===== config.mk =====
export PLATFORM = sky130hd
export DESIGN_NAME = spi_clkgen_mode
export DESIGN_NICKNAME = d
export VERILOG_FILES = /design/src/rtl/spi_clkgen_mode.sv
export SDC_FILE = /design/constraint.sdc
export NUM_CORES = 1
export LEC_CHECK = 0
export ABC_AREA = 0
export BUFFER_PORTS_ARGS = -buffer_cell sky130_fd_sc_hd__buf_2
export CORE_MARGIN = 5
export CORE_UTILIZATION = 47
export DETAILED_ROUTE_END_ITERATION = 16
export PLACE_DENSITY = 0.77
export RECOVER_POWER = 100
export SYNTH_ARGS = -nofsm -noshare
export SYNTH_HDL_FRONTEND = slang
export SYNTH_SLANG_ARGS = --single-unit

===== constraint.sdc =====
create_clock -name clk_in -period 3 [get_ports clk_in]
set_clock_uncertainty 0.05 [all_clocks]
set_input_delay 0.6 -clock clk_in [delete_from_list [all_inputs] [get_ports clk_in]]
set_output_delay 0.6 -clock clk_in [all_outputs]
set_load 0.05 [all_outputs]

===== src/rtl/spi_clkgen_mode.sv =====
// SPI serial-clock and framing generator: chip-select lead, nbits SCLK cycles in any CPOL/CPHA mode, trailing hold.
// Optional continuous back-to-back framing when SPI_CLKGEN_CONT_EN is defined.
module spi_clkgen_mode #(
    parameter int DIV_W  = 16,
    parameter int CNT_W  = 8,
    parameter int LEAD_W = 4
) (
    input  logic              clk_in,
    input  logic              rst,
    input  logic              enable,
    input  logic              go,
    input  logic [DIV_W-1:0]  divider,
    input  logic              cpol,
    input  logic              cpha,
    input  logic [CNT_W-1:0]  nbits,
    input  logic [LEAD_W-1:0] cs_lead,
    output logic              sclk,
    output logic              cs_n,
    output logic              pos_edge,
    output logic              neg_edge,
    output logic              sample,
    output logic              shift,
    output logic              busy,
    output logic              done
);

    typedef enum logic [1:0] {
        ST_IDLE,
        ST_LEAD,
        ST_RUN,
        ST_TRAIL
    } state_t;

    localparam logic [DIV_W-1:0]  DIV_ONE  = DIV_W'(1);
    localparam logic [LEAD_W-1:0] LEAD_ONE = LEAD_W'(1);
    localparam logic [CNT_W:0]    EDGE_ONE = (CNT_W+1)'(1);

    state_t              state_q, state_d;
    logic [DIV_W-1:0]    cnt_q, cnt_d;
    logic [DIV_W-1:0]    div_q, div_d;
    logic                cpol_q, cpol_d;
    logic                cpha_q, cpha_d;
    logic [CNT_W-1:0]    nbits_q, nbits_d;
    logic [LEAD_W-1:0]   lead_cnt_q, lead_cnt_d;
    logic [CNT_W:0]      edge_cnt_q, edge_cnt_d;
    logic                sclk_q, sclk_d;
    logic                cs_n_q, cs_n_d;
    logic                busy_q, busy_d;
    logic                done_q, done_d;
    logic                pos_q, pos_d;
    logic                neg_q, neg_d;
    logic                sample_q, sample_d;
    logic                shift_q, shift_d;

    logic                tick;
    logic                accept;
    logic                edge_fire;
    logic                edge_leading;
    logic                edge_last;
    logic [CNT_W:0]      edge_next;

    assign tick      = (cnt_q == '0);
    assign accept    = go && enable && (nbits != '0);
    assign edge_next = edge_cnt_q + EDGE_ONE;

    always_comb begin
        state_d      = state_q;
        cnt_d        = tick ? div_q : (cnt_q - DIV_ONE);
        div_d        = div_q;
        cpol_d       = cpol_q;
        cpha_d       = cpha_q;
        nbits_d      = nbits_q;
        lead_cnt_d   = lead_cnt_q;
        edge_cnt_d   = edge_cnt_q;
        sclk_d       = sclk_q;
        cs_n_d       = cs_n_q;
        busy_d       = busy_q;
        done_d       = 1'b0;
        sample_d     = 1'b0;
        shift_d      = 1'b0;
        edge_fire    = 1'b0;
        edge_leading = 1'b0;
        edge_last    = 1'b0;

        case (state_q)
            ST_IDLE: begin
                // Configuration tracks the inputs while idle, so the accepting edge latches them.
                div_d      = divider;
                cpol_d     = cpol;
                cpha_d     = cpha;
                nbits_d    = nbits;
                lead_cnt_d = cs_lead;
                sclk_d     = cpol;
                cs_n_d     = 1'b1;
                busy_d     = 1'b0;
                if (accept) begin
                    cnt_d   = divider;
                    state_d = ST_LEAD;
                    cs_n_d  = 1'b0;
                    busy_d  = 1'b1;
                end
            end

            ST_LEAD: begin
                if (tick) begin
                    if (lead_cnt_q == '0) begin
                        state_d      = ST_RUN;
                        edge_cnt_d   = EDGE_ONE;
                        sclk_d       = ~cpol_q;
                        edge_fire    = 1'b1;
                        edge_leading = 1'b1;
                    end else begin
                        lead_cnt_d = lead_cnt_q - LEAD_ONE;
                    end
                end
            end

            ST_RUN: begin
                if (tick) begin
                    // Even edge count so far means the next edge leaves the idle level.
                    edge_leading = ~edge_cnt_q[0];
                    sclk_d       = edge_cnt_q[0] ? cpol_q : ~cpol_q;
                    edge_cnt_d   = edge_next;
                    edge_fire    = 1'b1;
                    edge_last    = (edge_next == {nbits_q, 1'b0});
                    if (edge_last) begin
`ifdef SPI_CLKGEN_CONT_EN
                        if (go && (nbits != '0)) begin
                            div_d      = divider;
                            cpol_d     = cpol;
                            cpha_d     = cpha;
                            nbits_d    = nbits;
                            lead_cnt_d = cs_lead;
                            cnt_d      = divider;
                            edge_cnt_d = '0;
                            done_d     = 1'b1;
                        end else begin
                            state_d = ST_TRAIL;
                        end
`else
                        state_d = ST_TRAIL;
`endif
                    end
                end
            end

            ST_TRAIL: begin
                if (tick) begin
                    state_d = ST_IDLE;
                    cs_n_d  = 1'b1;
                    busy_d  = 1'b0;
                    done_d  = 1'b1;
                end
            end

            default: begin
                state_d = ST_IDLE;
                cs_n_d  = 1'b1;
                busy_d  = 1'b0;
            end
        endcase

        if (edge_fire) begin
            sample_d = cpha_q ? ~edge_leading : edge_leading;
            shift_d  = cpha_q ? edge_leading : (~edge_leading & ~edge_last);
        end

        // Abort wins over everything, including a frame that would finish this cycle.
        if (!enable) begin
            state_d  = ST_IDLE;
            cs_n_d   = 1'b1;
            busy_d   = 1'b0;
            done_d   = 1'b0;
            sample_d = 1'b0;
            shift_d  = 1'b0;
            sclk_d   = (state_q == ST_IDLE) ? cpol : cpol_q;
        end

        pos_d = sclk_d & ~sclk_q;
        neg_d = ~sclk_d & sclk_q;
    end

    always_ff @(posedge clk_in or posedge rst) begin
        if (rst) begin
            state_q    <= ST_IDLE;
            cnt_q      <= '1;
            div_q      <= '0;
            cpol_q     <= 1'b0;
            cpha_q     <= 1'b0;
            nbits_q    <= '0;
            lead_cnt_q <= '0;
            edge_cnt_q <= '0;
            sclk_q     <= 1'b0;
            cs_n_q     <= 1'b1;
            busy_q     <= 1'b0;
            done_q     <= 1'b0;
            pos_q      <= 1'b0;
            neg_q      <= 1'b0;
            sample_q   <= 1'b0;
            shift_q    <= 1'b0;
        end else begin
            state_q    <= state_d;
            cnt_q      <= cnt_d;
            div_q      <= div_d;
            cpol_q     <= cpol_d;
            cpha_q     <= cpha_d;
            nbits_q    <= nbits_d;
            lead_cnt_q <= lead_cnt_d;
            edge_cnt_q <= edge_cnt_d;
            sclk_q     <= sclk_d;
            cs_n_q     <= cs_n_d;
            busy_q     <= busy_d;
            done_q     <= done_d;
            pos_q      <= pos_d;
            neg_q      <= neg_d;
            sample_q   <= sample_d;
            shift_q    <= shift_d;
        end
    end

    assign sclk     = sclk_q;
    assign cs_n     = cs_n_q;
    assign busy     = busy_q;
    assign done     = done_q;
    assign pos_edge = pos_q;
    assign neg_edge = neg_q;
    assign sample   = sample_q;
    assign shift    = shift_q;

endmodule


==> impl_metrics.csv, run 1 <==
group,metric,value,unit
sta,timing.setup.tns,0,ps
floorplan,die-area,9610,µm²
placed_design,post-place-ws,505,ps
flow_run,cap_viol_max_count,1,
placed_design,dp_cells,508,
run_status,violations,"capacitance limit, slew limit",
power_and_ir_drop,ir_worst_vdd,0.460,mV
placed_design,dp_hpwl,5520,µm
logic_synthesis,synth_top_area_cell,"dfrtp_1",
critical_path,r2r-start,"edge_cnt_q[0]",
placed_design,routabilityCongestion,0.932,
logic_synthesis,seq_area_frac_synth,45.2,%
critical_path,cp_max_fo,8,
floorplan,row_count,32,
logic_synthesis,syn_nets,419,
clock_tree,cts_tree,"done",
detailed_routing,vias,2945,
global_routing,antenna_found_initial,0,
detailed_routing,wl_per_cell,14.9,µm
global_routing,grt_pass1_wl,13400,µm
final_layout,fin_cells,524,
sta,final-max-slew-violation-count,66,
min_path,hold_path_end,"cs_n",
sta,fin_ws,391,ps
clock_tree,cts_resized,0,
final_layout,final_nets,460,
logic_synthesis,synthTopCellsByCount,"nand2_1, dfrtp_1, o21ai_0",
logic_synthesis,synth.most_common_cell,"nand2_1",
power_and_ir_drop,clkPwrFrac,19.1,%
min_path,hold_depth,2,
sta,hold_violations,0,
clock_tree,clock_path_buffers,2,
final_layout,syn2layout_area_growth,12.3,%
logic_synthesis,synth-edff-count,0,
final_layout,num_antenna_cells,0,
critical_path,rr_worst_depth,7,
logic_synthesis,syn_area_per_cell,9.69,µm²
critical_path,cp.required,3220,ps
floorplan,die_w,98.0,µm
sta,fmax,0.383,GHz
min_path,hp-class,"reg -> reg",
sta,worst_pin_slew,1580,ps
clock_tree,clk_pin_slew,70,ps
critical_path,cp.arrival,2830,ps
clock_tree,cts-buffers-inserted,9,
power_and_ir_drop,p_comb_share,37.7,%
power_and_ir_drop,pwr-share-seq,43.2,%
global_routing,overflow,0,
critical_path,critical_path.endpoint_type,"register",
critical_path,timing.rr.end,"state_q[1]",
final_layout,drive_gt1_share,22.5,%
power_and_ir_drop,swShare,37.8,%
final_layout,nFillCells,675,
power_and_ir_drop,p_sw,1.38,mW
min_path,min_from,"cs_n",
final_layout,fin_util,53.5,%
critical_path,reg2reg_slack,390,ps
sta,setup_viol,0,
detailed_routing,drt-pass1-iter-count,5,
floorplan,die_h,98.0,µm
power_and_ir_drop,p_leak,1.72,nW
floorplan,start_util,47.6,%
sta,slew_headroom,-5.51,%
critical_path,cp-start-kind,"register",
power_and_ir_drop,p_int,2.27,mW
logic_synthesis,yosysTopAreaCellShare,33.0,%
clock_tree,cts_sinks,65,
detailed_routing,via_per_inst,5.62,
clock_tree,post_cts_buffers,0,
global_routing,grt_max_degree,66,
detailed_routing,final_antenna_net_count,0,
power_and_ir_drop,power_density,890,nW/µm²
clock_tree,ctsHoldBuffers,0,
detailed_routing,route.final.wire_length,7790,µm
logic_synthesis,synth_area,3640,µm²
detailed_routing,drc,0,
sta,finalCritPeriodShare,87.0,%
clock_tree,clock_latency,350,ps
clock_tree,cts_max_level,3,
logic_synthesis,synth-async-reset-ratio,100,%
logic_synthesis,syn-instance-count,376,
global_routing,grt_pass1_vias,2933,
run_status,status,"complete, but fails checks",
logic_synthesis,ys_warn_count,0,
clock_tree,cts-root-buf,"clkbuf_8",
logic_synthesis,synth.distinct_cells,60,
floorplan,core_area,7650,µm²
floorplan,io_pins,42,
logic_synthesis,yosys_most_used_dff,"dfrtp_1",
sta,rsz0062_at_grt,"no",
global_routing,grt_usage,17.2,%
sta,fin_crit,2610,ps
placed_design,port_buffers,41,
detailed_routing,drtIter0Drc,110,
logic_synthesis,synthTopCellsByArea,"dfrtp_1, dfstp_2, mux2_2, o21ai_0, nand2_1",
logic_synthesis,ys_seq_elements,65,
critical_path,crit_type,"reg -> reg",
==> per-layer routing <==
| metal | GRT usage [%] | part of all wire (%) |
|---|---|---|
| met1 | 20.5 | 42 |
| met2 | 28.8 | 52 |
| met3 | 4.14 | 4.2 |
| met4 | 8.63 | 2.3 |
| met5 | 0 | 0 |
==> worst max-delay path, cell delays in order, from the launching register on <==
cell and delay (ps):
dfrtp_1 480, ha_1 360, xor2_1 180, a311oi_2 240, o221ai_1 140, a2111o_1 440
o31ai_1 410, mux2i_1 230
==> layout make-up <==
type,count,area [µm²],area share (%)
tap,102,128,3.12
multi-input combinational,281,1860,45.5
clock buffer,16,180,4.41
inverter,14,52.6,1.28
timing repair buffer,46,223,5.45
sequential,65,1650,40.3
==> cell usage in the layout (no fill, tap or decap), types with 3 or more instances in the layout <==
master and n:
nand2_1 50, o21ai_0 49, dfrtp_1 48, buf_2 33, mux2_2 24, nor2_1 20, dfstp_2 15, inv_1 14
clkbuf_1 14, nand3_1 13, a21oi_1 12, xor2_1 12, clkbuf_8 12, xnor2_1 11, ha_1 9, nor4_1 6
o31ai_1 6, nand2b_1 4, nand4_1 4, o21ai_1 4, nor3b_1 3, nand4b_1 3, mux2i_1 3, a211oi_1 3
nor3_1 3, and3_1 3, nor2b_1 3
==> per-stage QoR <==
| stage | hold slack, ps | total power [mW] | area (µm²) |
|---|---|---|---|
| 5_1_grt | 419 | 3.92 | 4090 |
| 3_5_place_dp | 403 | 3.00 | 3950 |
| 3_3_place_gp | 400 | 2.93 | 3950 |
| 4_1_cts | 267 | 3.70 | 4130 |
| 6_report | 412 | 3.64 | 4090 |
| 2_1_floorplan | 407 | 2.65 | 3640 |
==> how the worst max path moves through the flow <==
stage | startpoint | end | slack, ps
after CTS | edge_cnt_q[0] | state_q[1] | 480
after floorplan | edge_cnt_q[0] | state_q[1] | 690
after global routing | state_q[1] | lead_cnt_q[3] | 180
after global placement | edge_cnt_q[0] | state_q[1] | 610
after detailed placement | edge_cnt_q[0] | state_q[1] | 500
final | edge_cnt_q[0] | state_q[1] | 390
==> registers in the layout, indices dropped and copies added, names as in the netlist, 2 cells and up <==
register / cells
cnt_q: 16
div_q: 16
edge_cnt_q: 9
lead_cnt_q: 4
nbits_q: 8
state_q: 2
==> logic make-up (layout without fill, tap and decap cells) <==
group                      after synthesis  count (layout)  share of synthesized area, %
and+or+nand+nor                        128             128                          18.6
AOI/OAI and AO/OA                       92              92                          15.2
DFF                                     65              65                          45.2
buffers and inverters                   30              76                          3.44
muxes                                   29              29                          8.86
xor gates and xnor gates                23              23                          5.53
adders and majority gates                9               9                          3.09
==> power groups by stage <==
stage	clock [mW]	sequential, mW	combinational [mW]
after floorplan	0	1.60	1.05
after global placement	0	1.57	1.36
after detailed placement	0	1.59	1.41
after CTS	0.706	1.58	1.42
after global routing	0.750	1.63	1.55
final	0.697	1.57	1.37
(Power assumes the default switching activity.)
==> inputs of run 2 (changes only) <==
--- a/config.mk
+++ b/config.mk
@@ -7,11 +7,13 @@
 export LEC_CHECK = 0
 export ABC_AREA = 0
 export BUFFER_PORTS_ARGS = -buffer_cell sky130_fd_sc_hd__buf_2
+export CORE_ASPECT_RATIO = 0.75
 export CORE_MARGIN = 5
-export CORE_UTILIZATION = 47
+export CORE_UTILIZATION = 55
 export DETAILED_ROUTE_END_ITERATION = 16
-export PLACE_DENSITY = 0.77
+export PLACE_DENSITY = 0.87
 export RECOVER_POWER = 100
+export REMOVE_ABC_BUFFERS = 1
 export SYNTH_ARGS = -nofsm -noshare
 export SYNTH_HDL_FRONTEND = slang
 export SYNTH_SLANG_ARGS = --single-unit
==> run 2 against run 1 <==
The flow now finishes without violations. Flip-flop and latch count did not move. Fmax fell by 3.2%. Cell count fell by 4.0%. Design area fell by 0.64%. Critical endpoint unchanged. Utilization rose by 10 points. Setup slack got worse by 86 ps. Sequential share of layout area rose by 0.26 points. Hold slack improved by 8.6 ps.
==> impl_metrics.csv, run 2 (same netlist as run 1, synthesis figures left out) <==
group,metric,value,unit
clock_tree,cts_sinks,65,
clock_tree,clock_latency,340,ps
critical_path,cp-start-kind,"register",
critical_path,cp_slowest_cell,"nor4_1",
min_path,hp-class,"reg -> reg",
detailed_routing,wl_per_cell,16.9,µm
final_layout,final_common_cell,"nand2_1",
floorplan,io_pins,42,
clock_tree,cts-root-buf,"clkbuf_8",
final_layout,mostFrequentLayoutCells,"nand2_1, o21ai_0, dfrtp_1",
sta,slew_headroom,26.9,%
clock_tree,cts_resized,0,
sta,rsz0062_at_grt,"no",
critical_path,cp.required,3210,ps
power_and_ir_drop,p_leak,1.72,nW
sta,fin_crit,2690,ps
sta,hold_violations,0,
detailed_routing,route.final.wire_length,8480,µm
final_layout,nFillCells,512,
final_layout,final_nets,460,
power_and_ir_drop,power.total,3.67,mW
run_status,status,"finished clean",
detailed_routing,drt-pass1-iter-count,7,
critical_path,crit_type,"reg -> reg",
sta,finalCritPeriodShare,89.8,%
placed_design,port_buffers,41,
clock_tree,clk_pin_slew,70,ps
global_routing,grt_usage,21.3,%
floorplan,die-area,8370,µm²
global_routing,antenna_found_initial,0,
final_layout,reg_top3,"cnt_q (16), div_q (16), edge_cnt_q (9)",
sta,fin_hold_ws,420,ps
global_routing,grt_pass1_vias,2977,
detailed_routing,vias,3043,
floorplan,die_h,80.5,µm
placed_design,place_area,3910,µm²
clock_tree,clock_path_buffers,2,
floorplan,core_area,6380,µm²
final_layout,design_area,4060,µm²
global_routing,grt_max_degree,34,
detailed_routing,final_antenna_net_count,0,
floorplan,start_util,57.1,%
floorplan,row_count,25,
final_layout,num_antenna_cells,0,
clock_tree,ctsHoldBuffers,0,
sta,worst_pin_slew,1100,ps
placed_design,routabilityCongestion,0.885,
clock_tree,cts-buffers-inserted,9,
detailed_routing,drtIter0Drc,227,
sta,final-max-slew-violation-count,0,
clock_tree,cts_max_level,3,
sta,fmax,0.371,GHz
power_and_ir_drop,ir_worst_vdd,0.479,mV
critical_path,cp.arrival,2900,ps
power_and_ir_drop,power_density,904,nW/µm²
placed_design,post-place-ws,476,ps
final_layout,drive_gt1_share,23.7,%
floorplan,die_w,104,µm
clock_tree,post_cts_buffers,0,
clock_tree,cts_tree,"done",
critical_path,critical_path.endpoint_type,"register",
flow_run,cap_viol_max_count,0,
sta,timing.setup.tns,0,ps
critical_path,cp_cell_sequence,"nor4_1 -> nand4_1 -> o31ai_1 -> nand3_1 -> o31ai_2 -> mux2i_1",
sta,fin_ws,305,ps
global_routing,overflow,0,
detailed_routing,drc,0,
critical_path,cp_slowest_stage_delay,620,ps
final_layout,syn2layout_area_growth,11.6,%
critical_path,cp_max_fo,9,
placed_design,dp_hpwl,5940,µm
sta,setup_viol,0,
global_routing,grt_pass1_wl,14200,µm
detailed_routing,via_per_inst,6.05,
==> run 2: cell types whose count changed in the layout (fill, tap and decap cells not counted), moves of 2 or more <==
cell,before,now
dfstp_2,15,17
clkbuf_1,14,12
clkinv_2,0,2
dfstp_1,2,0
==> run 2: layout make-up <==
class / count / area [µm²] / area share, %
tap: 81 / 101 / 2.49
clock inverter: 3 / 17.5 / 0.431
timing repair buffer: 46 / 223 / 5.48
sequential: 65 / 1650 / 40.5
clock buffer: 13 / 159 / 3.91
inverter: 14 / 52.6 / 1.29
multi-input combinational: 281 / 1860 / 45.8
==> run 2: through the flow <==
stage               std cells  utilization (%)
CTS                       503             64.1
global route              503             63.7
finish                    503             63.7
floorplan                 360                -
global placement          487             61.3
detailed placement        487             61.3
==> run 2: path summary, 6_finish.rpt <==
kind                          start         end  slack, ps  depth (start not counted)
min in group asynchronous       rst  nbits_q[1]        460                          2
max                        cnt_q[3]  state_q[1]        310                          6
min                            cs_n        cs_n        420                          2
max reg2reg                cnt_q[3]  state_q[1]        310                          6
max in group asynchronous       rst      cpol_q        900                          3
min reg2reg                    cs_n        cs_n        420                          2
==> run 2: critical path: cells and delay by family, from the launching register on <==
kind,cells,cell delay [ps]
flip-flops,1,380
AO/OA/AOI/OAI,2,590
AND/OR/NAND/NOR,3,1340
multiplexers,1,240
==> run 2: per-layer routing <==
metal | vias to the layer above | global-route usage [%] | share of wire (%)
li1 | 1422 | - | -
met2 | 132 | 35.5 | 47
met1 | 1469 | 27.6 | 44
met5 | - | 0 | 0
met4 | 0 | 6.73 | 1.8
met3 | 20 | 5.14 | 6.8
==> run 2: power by group <==
group | total (mW) | internal, mW | leakage, nW | switching, mW
registers | 1.59 | 1.29 | 0.774 | 0.300
clock network | 0.677 | 0.343 | 0.0894 | 0.334
logic | 1.41 | 0.609 | 0.855 | 0.798
